--- src/rtl/axi_rd_pkg.sv ---
`default_nettype none
// ============================================================================
// Module      : axi_rd_pkg
// Description : Shared AR state encoding and index-width helper for the
//               AXI read crossbar controller.
// Revision    : 1.0 - initial release
// ============================================================================
package axi_rd_pkg;

    localparam logic [1:0] AR_IDLE = 2'd0;
    localparam logic [1:0] AR_REQ  = 2'd1;
    localparam logic [1:0] AR_ERR  = 2'd2;

    // Index width that never collapses to zero bits.
    function automatic int clog2_min1(input int n);
        return (n > 2) ? $clog2(n) : 1;
    endfunction

endpackage
`default_nettype wire

--- src/rtl/axi_addr_decode.sv ---
`default_nettype none
// ============================================================================
// Module      : axi_addr_decode
// Description : One address against NUM_S inclusive ranges; one-hot hit with
//               lowest index winning on overlap, plus a miss flag.
// Revision    : 1.0 - initial release
// ============================================================================
module axi_addr_decode #(
    parameter int NUM_S  = 2,
    parameter int ADDR_W = 32
) (
    input  logic [ADDR_W-1:0]       addr,
    input  logic [NUM_S*ADDR_W-1:0] slv_base,
    input  logic [NUM_S*ADDR_W-1:0] slv_limit,
    output logic [NUM_S-1:0]        hit,
    output logic                    miss
);

    // Descending scan so the lowest matching slave is the last one written.
    always_comb begin
        hit  = '0;
        miss = 1'b1;
        for (int s = NUM_S - 1; s >= 0; s--) begin
            if ((addr >= slv_base[s*ADDR_W +: ADDR_W]) &&
                (addr <= slv_limit[s*ADDR_W +: ADDR_W])) begin
                hit    = '0;
                hit[s] = 1'b1;
                miss   = 1'b0;
            end
        end
    end

endmodule
`default_nettype wire

--- src/rtl/axi_rd_xbar_ctrl.sv ---
`default_nettype none
// ============================================================================
// Module      : axi_rd_xbar_ctrl
// Description : AXI read crossbar control: round-robin AR arbitration with
//               address decode, one outstanding burst per slave and R routing.
// Revision    : 1.0 - initial release
// ============================================================================
module axi_rd_xbar_ctrl
    import axi_rd_pkg::*;
#(
    parameter int NUM_M  = 2,
    parameter int NUM_S  = 2,
    parameter int ADDR_W = 32,
    parameter int MW     = clog2_min1(NUM_M),
    parameter int SW     = clog2_min1(NUM_S)
) (
    input  logic                    clkk,
    input  logic                    resett,
    input  logic [NUM_S*ADDR_W-1:0] slv_base,
    input  logic [NUM_S*ADDR_W-1:0] slv_limit,
    input  logic [NUM_M-1:0]        m_arvalid,
    input  logic [NUM_M*ADDR_W-1:0] m_araddr,
    output logic [NUM_M-1:0]        m_arready,
    output logic [NUM_S-1:0]        s_arvalid,
    input  logic [NUM_S-1:0]        s_arready,
    output logic [MW-1:0]           ar_msel,
    input  logic [NUM_S-1:0]        s_rvalid,
    input  logic [NUM_S-1:0]        s_rlast,
    output logic [NUM_S-1:0]        s_rready,
    input  logic [NUM_M-1:0]        m_rready,
    output logic [NUM_M-1:0]        m_rvalid,
    output logic [NUM_M*SW-1:0]     r_ssel,
    output logic [NUM_M-1:0]        dec_err
);

    logic [1:0]       r_state;
    logic [MW-1:0]    r_g;
    logic [MW-1:0]    r_rr;
    logic [SW-1:0]    r_tgt;
    logic [NUM_S-1:0] r_busy;
    logic [NUM_M-1:0] r_mbusy;
    logic [MW-1:0]    r_owner [NUM_S];

    logic [NUM_S-1:0] w_hit [NUM_M];
    logic [NUM_M-1:0] w_miss;
    logic [SW-1:0]    w_tidx [NUM_M];
    logic [NUM_M-1:0] w_elig;
    logic             w_found;
    logic [MW-1:0]    w_pick;
    logic [MW-1:0]    w_cand;
    logic [MW-1:0]    w_g_next;
    logic [NUM_S-1:0] w_rdone;

    generate
        for (genvar m = 0; m < NUM_M; m++) begin : g_dec
            axi_addr_decode #(.NUM_S(NUM_S), .ADDR_W(ADDR_W)) u_dec (
                .addr      (m_araddr[m*ADDR_W +: ADDR_W]),
                .slv_base  (slv_base),
                .slv_limit (slv_limit),
                .hit       (w_hit[m]),
                .miss      (w_miss[m])
            );
        end
    endgenerate

    // Busy is the registered value, so a slave freed this cycle waits one more.
    always_comb begin
        for (int m = 0; m < NUM_M; m++) begin
            w_tidx[m] = '0;
            for (int s = 0; s < NUM_S; s++) begin
                if (w_hit[m][s]) w_tidx[m] = SW'(s);
            end
            w_elig[m] = m_arvalid[m] && !r_mbusy[m] && (w_miss[m] || !r_busy[w_tidx[m]]);
        end
    end

    always_comb begin
        w_found = 1'b0;
        w_pick  = '0;
        w_cand  = '0;
        for (int k = 0; k < NUM_M; k++) begin
            w_cand = MW'((int'(r_rr) + k) % NUM_M);
            if (!w_found && w_elig[w_cand]) begin
                w_found = 1'b1;
                w_pick  = w_cand;
            end
        end
    end

    assign w_g_next = (r_g == MW'(NUM_M - 1)) ? '0 : r_g + MW'(1);
    assign ar_msel  = r_g;

    always_comb begin
        s_arvalid = '0;
        m_arready = '0;
        dec_err   = '0;
        if (r_state == AR_REQ) begin
            s_arvalid[r_tgt] = 1'b1;
            m_arready[r_g]   = s_arready[r_tgt];
        end else if (r_state == AR_ERR) begin
            m_arready[r_g] = 1'b1;
            dec_err[r_g]   = 1'b1;
        end
    end

    always_comb begin
        m_rvalid = '0;
        r_ssel   = '0;
        s_rready = '0;
        for (int s = 0; s < NUM_S; s++) begin
            if (r_busy[s]) begin
                m_rvalid[r_owner[s]]                  = s_rvalid[s];
                r_ssel[int'(r_owner[s])*SW +: SW]     = SW'(s);
                s_rready[s]                           = m_rready[r_owner[s]];
            end
        end
    end

    assign w_rdone = r_busy & s_rvalid & s_rready & s_rlast;

    always_ff @(posedge clkk) begin
        if (resett) begin
            r_state <= AR_IDLE;
            r_g     <= '0;
            r_rr    <= '0;
            r_tgt   <= '0;
            r_busy  <= '0;
            r_mbusy <= '0;
            for (int s = 0; s < NUM_S; s++) r_owner[s] <= '0;
        end else begin
            for (int s = 0; s < NUM_S; s++) begin
                if (w_rdone[s]) begin
                    r_busy[s]            <= 1'b0;
                    r_mbusy[r_owner[s]]  <= 1'b0;
                end
            end
            case (r_state)
                AR_IDLE: begin
                    if (w_found) begin
                        r_g     <= w_pick;
                        r_tgt   <= w_tidx[w_pick];
                        r_state <= w_miss[w_pick] ? AR_ERR : AR_REQ;
                    end
                end
                AR_REQ: begin
                    if (s_arready[r_tgt]) begin
                        r_busy[r_tgt]  <= 1'b1;
                        r_owner[r_tgt] <= r_g;
                        r_mbusy[r_g]   <= 1'b1;
                        r_rr           <= w_g_next;
                        r_state        <= AR_IDLE;
                    end
                end
                AR_ERR: begin
                    r_rr    <= w_g_next;
                    r_state <= AR_IDLE;
                end
                default: r_state <= AR_IDLE;
            endcase
        end
    end

endmodule
`default_nettype wire

--- config.mk ---
export PLATFORM = sky130hd
export DESIGN_NAME = axi_rd_xbar_ctrl
export DESIGN_NICKNAME = d
export VERILOG_FILES = /design/src/rtl/axi_rd_pkg.sv /design/src/rtl/axi_addr_decode.sv /design/src/rtl/axi_rd_xbar_ctrl.sv
export SDC_FILE = /design/constraint.sdc
export NUM_CORES = 1
export LEC_CHECK = 0
export BUFFER_PORTS_ARGS = -buffer_cell sky130_fd_sc_hd__buf_2
export CORE_UTILIZATION = 48
export CTS_CLUSTER_SIZE = 12
export DETAILED_ROUTE_END_ITERATION = 16
export GPL_TIMING_DRIVEN = 0
export PLACE_DENSITY = 0.79
export SLEW_MARGIN = 15
export SYNTH_ARGS = -nofsm -noshare
export SYNTH_HDL_FRONTEND = slang
export SYNTH_SLANG_ARGS = --single-unit
--- constraint.sdc ---
create_clock -name clkk -period 3.1 [get_ports clkk]
set_input_delay 0.31 -clock clkk [delete_from_list [all_inputs] [get_ports clkk]]
set_output_delay 0.31 -clock clkk [all_outputs]
set_load 0.02 [all_outputs]
==> qor.csv, run 1 <==
metric,value,unit
cts.clk_slew.worst_paths,0.04,ns
setup_viol,1,
first_iter_violations,325,
slew_headroom,60.1,%
die_h,119,um
ys.flop_type,dfxtp_1,
design_area,0.00820,sq mm
clk_path_buf_depth,2,
layout_common_cells,"253 x ha_1, 212 x buf_2, 137 x inv_1, 97 x a21oi_1, 63 x nand2_1",
grt.overflow.total,0,
worst_setup_path_end_kind,flop,
cts_buffers,3,
syn_area,0.00657,sq mm
postSynthAreaPerCell,7.68,sq um
cts_tree,yes,
syn_inst,855,
hold_violations,0,
vias,7091,
finalWirelength,19.8,mm
diodes,0,
fin_nets,1543,
pwr_density_cell,187,mW/mm^2
grtUsageTotal,27.5,%
fin_util,61.6,%
fillCellCount,1223,
grt_max_degree,11,
rsz0062_at_grt,yes,
cts_root_buffer,clkbuf_16,
grt_pass1_vias,6919,
maxCapViolations,0,
gp_congestion,0.957,
power.total,1.53,mW
synthArstFlopShare,0,%
seqCellArea,240,sq um
drive_gt1_share,23.6,%
cts_htree_levels,1,
yosys.cell_types.count,55,
antenna_found_initial,0,
cts_sinks,11,
skew,0.000740,ns
worst_pin_slew,0.598,ns
max_freq,0.320,GHz
initial_core_util,49.4,%
critical_path.max_fanout,3,
post-route-drc-count,0,
hp-class,in2reg,
ys_ff_latch,11,
coreArea,0.0133,sq mm
yosysWarnings,0,
grt_pass1_wl,31.8,mm
fp-row-count,42,
wl_per_cell,15.7,um
clk-insertion-delay-late,0.23,ns
seq_area_frac_synth,3.66,%
p_leak,4.70,nW
ant_nets,0,
fin_ws,-0.0212,ns
die-area,0.0142,sq mm
worstSetupStartpoint,slv_base[18],
min_period,3.12,ns
critPathLaunchType,input port,
ir_drop,0.000165,V
violations,setup timing,
post_drt_via_cell_ratio,5.64,
layout_commonest_cell,ha_1,
numPortBuffers,216,
post-dp-hpwl,17.7,mm
syn2layout_area_growth,24.8,%
place_ws,-0.361,ns
cp.required,3.27,ns
fin_crit_sh,101,%
hold_path_startpoint,s_rlast[0],
fp.dieW,119,um
place_area,0.00791,sq mm
status,"finished, violations left",
multi_input_area,0.00596,sq mm
synthesis.nets,1315,
worstReg2RegStart,r_busy[1]$_SDFF_PP0_,
drv_slew,0,
synth_edf_count,2,
dr.pass1.iters,5,
critPathKind,in2reg,
crit_arrival,3.30,ns
io_pins,217,
==> final cells by class <==
cell class / instances / area share, %
flip-flops and latches: 11 / 2.93
inverters: 140 / 6.44
well taps: 176 / 2.69
clock buffers: 4 / 0.962
plain buffers: 1 / 0.0458
repair buffers: 223 / 14.2
multi-input cells: 703 / 72.7
==> flip-flops by register name (all words and copies together), names as in the netlist <==
register / cells
r_owner: 2
r_state: 2
ar_msel: 1
r_rr: 1
r_mbusy: 2
r_busy: 2
r_tgt: 1
==> worst max-delay path: stages <==
cell and delay (ns):
buf_6 0.10, inv_4 0.05, ha_4 0.19, a21o_1 0.17, a221o_1 0.33, a221o_1 0.33, a2111o_1 0.41, a2bb2oi_4 0.18
and2_4 0.20, a2111oi_4 0.31, a21boi_4 0.28, mux2i_2 0.26, a22o_1 0.16
==> what timing repair did <==
action,4_1_cts,5_1_grt
endpoints found under the hold margin,0,0
resized for setup,18,9
pin swaps,1,4
hold buffers,0,0
buffers inserted,5,2
setup endpoints to repair,3,4
==> cell families (layout without fill, tap and decap cells) <==
| group | count (synthesis) | count (layout) | share of synthesized area, % |
|---|---|---|---|
| buffers and inverters | 141 | 368 | 8.06 |
| and+or+nand+nor | 217 | 217 | 16.9 |
| DFF | 11 | 11 | 3.66 |
| muxes | 5 | 5 | 0.781 |
| AOI/OAI and AO/OA | 225 | 225 | 21.8 |
| adders and majority gates | 256 | 256 | 48.8 |
==> power breakdown <==
| part | internal, mW | total (mW) | switching, mW |
|---|---|---|---|
| Clock | 0.172 | 0.231 | 0.0589 |
| Combinational | 0.491 | 1.11 | 0.620 |
| Sequential | 0.166 | 0.187 | 0.0210 |
==> through the flow <==
| step | std cells | hold WS (ns) | TNS, ns |
|---|---|---|---|
| floorplan | 855 | 0.452 | 0 |
| global placement | 1247 | 0.472 | -1.06 |
| detailed placement | 1247 | 0.469 | -1.11 |
| CTS | 1256 | 0.404 | -0.0261 |
| global route | 1258 | 0.423 | -0.371 |
| finish | 1258 | 0.406 | -0.0212 |
==> worst paths after layout <==
check	end	slack (ns)	cells past startpoint
hold reg to reg	r_mbusy[0]$_SDFF_PP0_	0.50	2
hold / removal	r_busy[0]$_SDFF_PP0_	0.41	3
setup reg to reg	r_state[0]$_SDFFE_PP0P_	1.39	6
setup / recovery	r_state[0]$_SDFFE_PP0P_	-0.02	13
==> routing by layer <==
metal,GRT usage (%),vias to the layer above,routed length (um)
li1,-,3627,-
met1,34.5,3168,8780
met2,51.1,265,9430
met3,1.39,31,1050
met4,6.49,0,507
met5,0,-,0
==> Yosys cell counts, types with 2 or more instances <==
cell type,number,area share [%]
nor2_1,34,1.9
a22o_1,2,0.27
a21oi_1,99,7.5
a21boi_0,2,0.23
o221ai_1,3,0.40
mux2i_1,4,0.61
and4_1,10,1.3
ha_1,256,49
a221oi_1,11,1.5
a22oi_1,2,0.23
nor2b_1,6,0.57
nand4_1,39,3.7
a31oi_1,4,0.38
o21ai_0,34,2.6
or2_2,2,0.19
nand3_1,24,1.8
nor3_1,11,0.84
and3_1,2,0.19
a211o_1,2,0.27
a2111o_1,4,0.69
o211ai_1,4,0.46
nor3b_1,2,0.23
a41oi_1,2,0.27
or4_1,2,0.23
o31ai_1,2,0.23
nor4_1,4,0.38
nand2_1,63,3.6
dfxtp_1,9,2.7
nand2b_1,14,1.3
a221o_1,4,0.61
a211oi_1,5,0.57
o21a_1,3,0.34
edfxtp_1,2,0.91
inv_1,140,8.0
a21o_1,28,3.2
Note: power is estimated with default switching activity, not from simulation.
==> inputs of run 2 (changes only) <==
PLACE_DENSITY = 0.91   (was 0.79)
RECOVER_POWER = 100   (was default)
==> qor.csv, run 2 (synthesis gave the netlist of run 1 again) <==
metric,value,unit
status,"finished, violations left",
violations,setup timing,
die_h,119,um
worst_r2r_endpoint,r_state[0]$_SDFFE_PP0P_,
design_area,0.00817,sq mm
post-dp-hpwl,18.5,mm
cts_root_buffer,clkbuf_16,
cts_hold_buf,0,
crit_arrival,3.40,ns
io_pins,217,
post-route-drc-count,0,
antenna_found_initial,0,
fillCellCount,1181,
pwr_density_cell,191,mW/mm^2
coreArea,0.0133,sq mm
cts_buffers,3,
vias,7349,
layout_commonest_cell,ha_1,
hp-class,in2reg,
fp.dieW,119,um
cts_tree,yes,
grt_max_degree,11,
seqCellArea,240,sq um
rrSetupSlack,1.33,ns
setup_viol,3,
min_period,3.21,ns
wl_per_cell,17.0,um
critPathKind,in2reg,
layoutNonFillerInstCount,1257,
ant_nets,0,
rsz0062_at_grt,yes,
critical_path.max_fanout,3,
maxCapViolations,0,
place_area,0.00791,sq mm
syn2layout_area_growth,24.4,%
reg2reg_depth,6,
fin_nets,1542,
worst_pin_slew,0.530,ns
cts_sinks,11,
worst_setup_path_end_kind,flop,
numPortBuffers,216,
hold_violations,0,
whs_path_depth,3,
holdWs,0.412,ns
max_freq,0.311,GHz
gp_congestion,0.931,
ir_drop,0.000174,V
worstReg2RegStart,r_busy[0]$_SDFF_PP0_,
grt.overflow.total,0,
placedCellCount,1247,
initial_core_util,49.4,%
grt_pass1_vias,7308,
fin_setup_tns,-0.299,ns
multi_input_area,0.00596,sq mm
slew_headroom,64.6,%
drv_slew,0,
skew,0.00197,ns
diodes,0,
die-area,0.0142,sq mm
cts_htree_levels,1,
fin_crit_sh,104,%
finalWirelength,21.3,mm
fp-row-count,42,
power.total,1.56,mW
grtUsageTotal,29.6,%
post_drt_via_cell_ratio,5.85,
first_iter_violations,432,
cp.required,3.28,ns
p_leak,4.64,nW
hold_path_startpoint,s_rvalid[0],
drive_gt1_share,22.1,%
fin_ws,-0.114,ns
dr.pass1.iters,5,
clk-insertion-delay-late,0.24,ns
holdPathEnd,r_busy[0]$_SDFF_PP0_,
cts.clk_slew.worst_paths,0.04,ns
layout_common_cells,"253 x ha_1, 199 x buf_2, 137 x inv_1, 98 x a21oi_1, 63 x nand2_1",
critPathLaunchType,input port,
clk_path_buf_depth,2,
grt_pass1_wl,34.2,mm
## run 2: cell types whose count changed in the layout (fill, tap and decap cells not counted)
cell	change
o21ai_4	+1
buf_2	-13
o221ai_2	-1
o221ai_1	+1
a311oi_4	+1
clkbuf_1	+13
buf_6	-1
o21ai_2	-1
a21oi_4	-1
a311oi_2	-1
a21oi_1	+1
## run 2: cell type report
class	instances	share of cell area (%)
multi-input cells	703	73.0
repair buffers	222	13.9
inverters	140	6.46
flip-flops and latches	11	2.94
well taps	176	2.70
clock buffers	4	0.965
plain buffers	1	0.0459
## run 2: stage by stage
step	setup WS [ns]	util, %
2_1_floorplan	0.0192	-
4_1_cts	-0.0981	61.2
3_3_place_gp	-0.404	59.5
3_5_place_dp	-0.463	59.5
5_1_grt	-0.181	61.4
6_report	-0.114	61.4
## run 2: worst max path at each step
stage                 startpoint                 endpoint  depth (start not counted)  slack, ns
global route        slv_limit[7]       r_tgt$_SDFFE_PP0P_                         14      -0.18
global placement    m_araddr[50]  r_state[0]$_SDFFE_PP0P_                         12      -0.40
finish              slv_base[18]  r_state[0]$_SDFFE_PP0P_                         13      -0.11
CTS                 slv_base[18]  r_state[0]$_SDFFE_PP0P_                         13       -0.1
detailed placement  m_araddr[50]  r_state[0]$_SDFFE_PP0P_                         12      -0.46
floorplan           slv_base[18]  r_state[0]$_SDFFE_PP0P_                         12       0.02
## run 2: worst max-delay path, cell delays in order
cell	delay [ns]
buf_6	0.10
inv_4	0.05
ha_4	0.19
a21o_1	0.16
a221o_1	0.37
a221o_1	0.34
a2111o_1	0.41
a2bb2oi_4	0.18
and2_4	0.20
a2111oi_4	0.33
a21boi_4	0.28
mux2i_2	0.31
a22o_1	0.16
## run 2: per-layer routing
layer	track usage (%)	wire length [um]
met1	36.1	8980
met2	53.1	9910
met3	2.16	1330
met4	12.8	1120
met5	0	0
## run 2: repair_timing
item | CTS | global route
pin swaps | 3 | 3
buffers inserted | 5 | 1
gates resized for setup | 20 | 6
setup endpoints to repair | 3 | 4
## run 2: where the power goes
part	internal [mW]	switching [mW]
Combinational	0.495	0.646
Sequential	0.166	0.0195
Clock	0.173	0.0629
==> inputs of run 3 (changes only) <==
GPL_TIMING_DRIVEN = default   (was 0)
==> qor.csv, run 3 (synthesis gave the netlist of run 1 again) <==
metric,value,unit
grtUsageTotal,30.3,%
routed-wl-met3,1.36,mm
holdWs,0.396,ns
top_layer_used,met4,
critPathKind,in2reg,
layout_common_cells,"252 x ha_1, 199 x buf_2, 137 x inv_1, 97 x a21oi_1, 78 x buf_4",
p_leak,4.99,nW
ant_nets,0,
critPathLaunchType,input port,
cts_hold_buf,0,
power.total,1.66,mW
antenna_found_initial,1,
dr.pass1.iters,5,
slew_headroom,68.8,%
clk-insertion-delay-late,0.25,ns
cts_tree,yes,
multi_input_area,0.00597,sq mm
cts_htree_levels,1,
fin_nets,1613,
fin_util,65.6,%
layout_commonest_cell,ha_1,
wl_met2,10.5,mm
cts_root_buffer,clkbuf_16,
drv_slew,0,
syn2layout_area_growth,32.7,%
hold_violations,0,
first_iter_violations,439,
fp.dieW,119,um
cts_buffers,3,
cp.required,3.23,ns
hp-class,in2reg,
design_area,0.00872,sq mm
seqCellArea,240,sq um
crit_arrival,3.22,ns
min_period,3.09,ns
grt_pass1_wl,34.8,mm
status,"finished, final reports clean",
cts.clk_slew.worst_paths,0.05,ns
initial_core_util,49.4,%
die_h,119,um
numPortBuffers,216,
clk_path_buf_depth,2,
die-area,0.0142,sq mm
wl_met1,9.20,mm
post-route-drc-count,0,
gp_congestion,0.983,
grt.overflow.total,0,
vias,7619,
critical_path.max_fanout,3,
grt_max_degree,14,
wl_per_cell,16.6,um
ir_drop,0.000181,V
place_area,0.00848,sq mm
finalWirelength,22.1,mm
worst_pin_slew,0.469,ns
grt_pass1_vias,7495,
fin_crit_sh,99.8,%
post_drt_via_cell_ratio,5.73,
worst_setup_path_end_kind,flop,
fp-row-count,42,
rsz0062_at_grt,yes,
drive_gt1_share,26.8,%
io_pins,217,
coreArea,0.0133,sq mm
maxCapViolations,0,
skew,0.00835,ns
fillCellCount,1119,
post-dp-hpwl,19.4,mm
setup_viol,0,
cts_sinks,11,
fin_setup_tns,0,ns
max_freq,0.323,GHz
pwr_density_cell,191,mW/mm^2
[run 3: cell type report]
class	instances	share of cell area, %
Multi-Input combinational cell	703	68.4
Timing Repair Buffer	294	19.2
Inverter	140	6.09
Sequential cell	11	2.76
Tap cell	176	2.53
Clock buffer	3	0.861
Clock inverter	1	0.0574
Antenna cell	1	0.0287
[run 3: critical path, stage by stage]
cell       delay (ns)
buf_4            0.13
inv_4            0.06
ha_4             0.19
and3_4           0.16
a221o_1          0.31
a221o_1          0.33
a2111o_1         0.40
a2bb2oi_4        0.17
and2_4           0.19
a2111oi_4        0.33
a21boi_4         0.28
mux2i_1          0.26
nor3_1           0.08
[run 3: final timing paths]
| check | cells past startpoint | from | slack, ns | to |
|---|---|---|---|---|
| max reg2reg | 6 | r_busy[1]$_SDFF_PP0_ | 1.39 | r_state[1]$_SDFFE_PP0P_ |
| min | 2 | resett | 0.40 | r_busy[1]$_SDFF_PP0_ |
| max | 13 | slv_base[17] | 0.006 | r_state[1]$_SDFFE_PP0P_ |
| min reg2reg | 2 | r_rr$_SDFFE_PP0P_ | 0.54 | r_rr$_SDFFE_PP0P_ |
[run 3: stage by stage]
| stage | setup WS (ns) | cells |
|---|---|---|
| after floorplan | 0.0192 | 855 |
| after global placement | -0.203 | 1321 |
| after detailed placement | -0.269 | 1321 |
| after CTS | 0.00903 | 1326 |
| after global routing | -0.0752 | 1329 |
| final | 0.00580 | 1329 |
[run 3: power breakdown]
group / switching [mW] / internal, mW / total (mW)
combinational: 0.664 / 0.568 / 1.23
clock: 0.0735 / 0.172 / 0.245
sequential: 0.0203 / 0.165 / 0.186
[run 3: routing by layer]
layer,up-vias,GRT usage (%)
met4,0,13.7
met1,3402,36.2
met5,-,0
met2,378,54.9
li1,3775,-
met3,64,2.01
[run 3: timing repair]
action | 4_1_cts | 5_1_grt
setup buffers | 1 | 2
pin swaps | 1 | 6
gates resized for setup | 8 | 16
endpoints found under the setup margin | 2 | 4
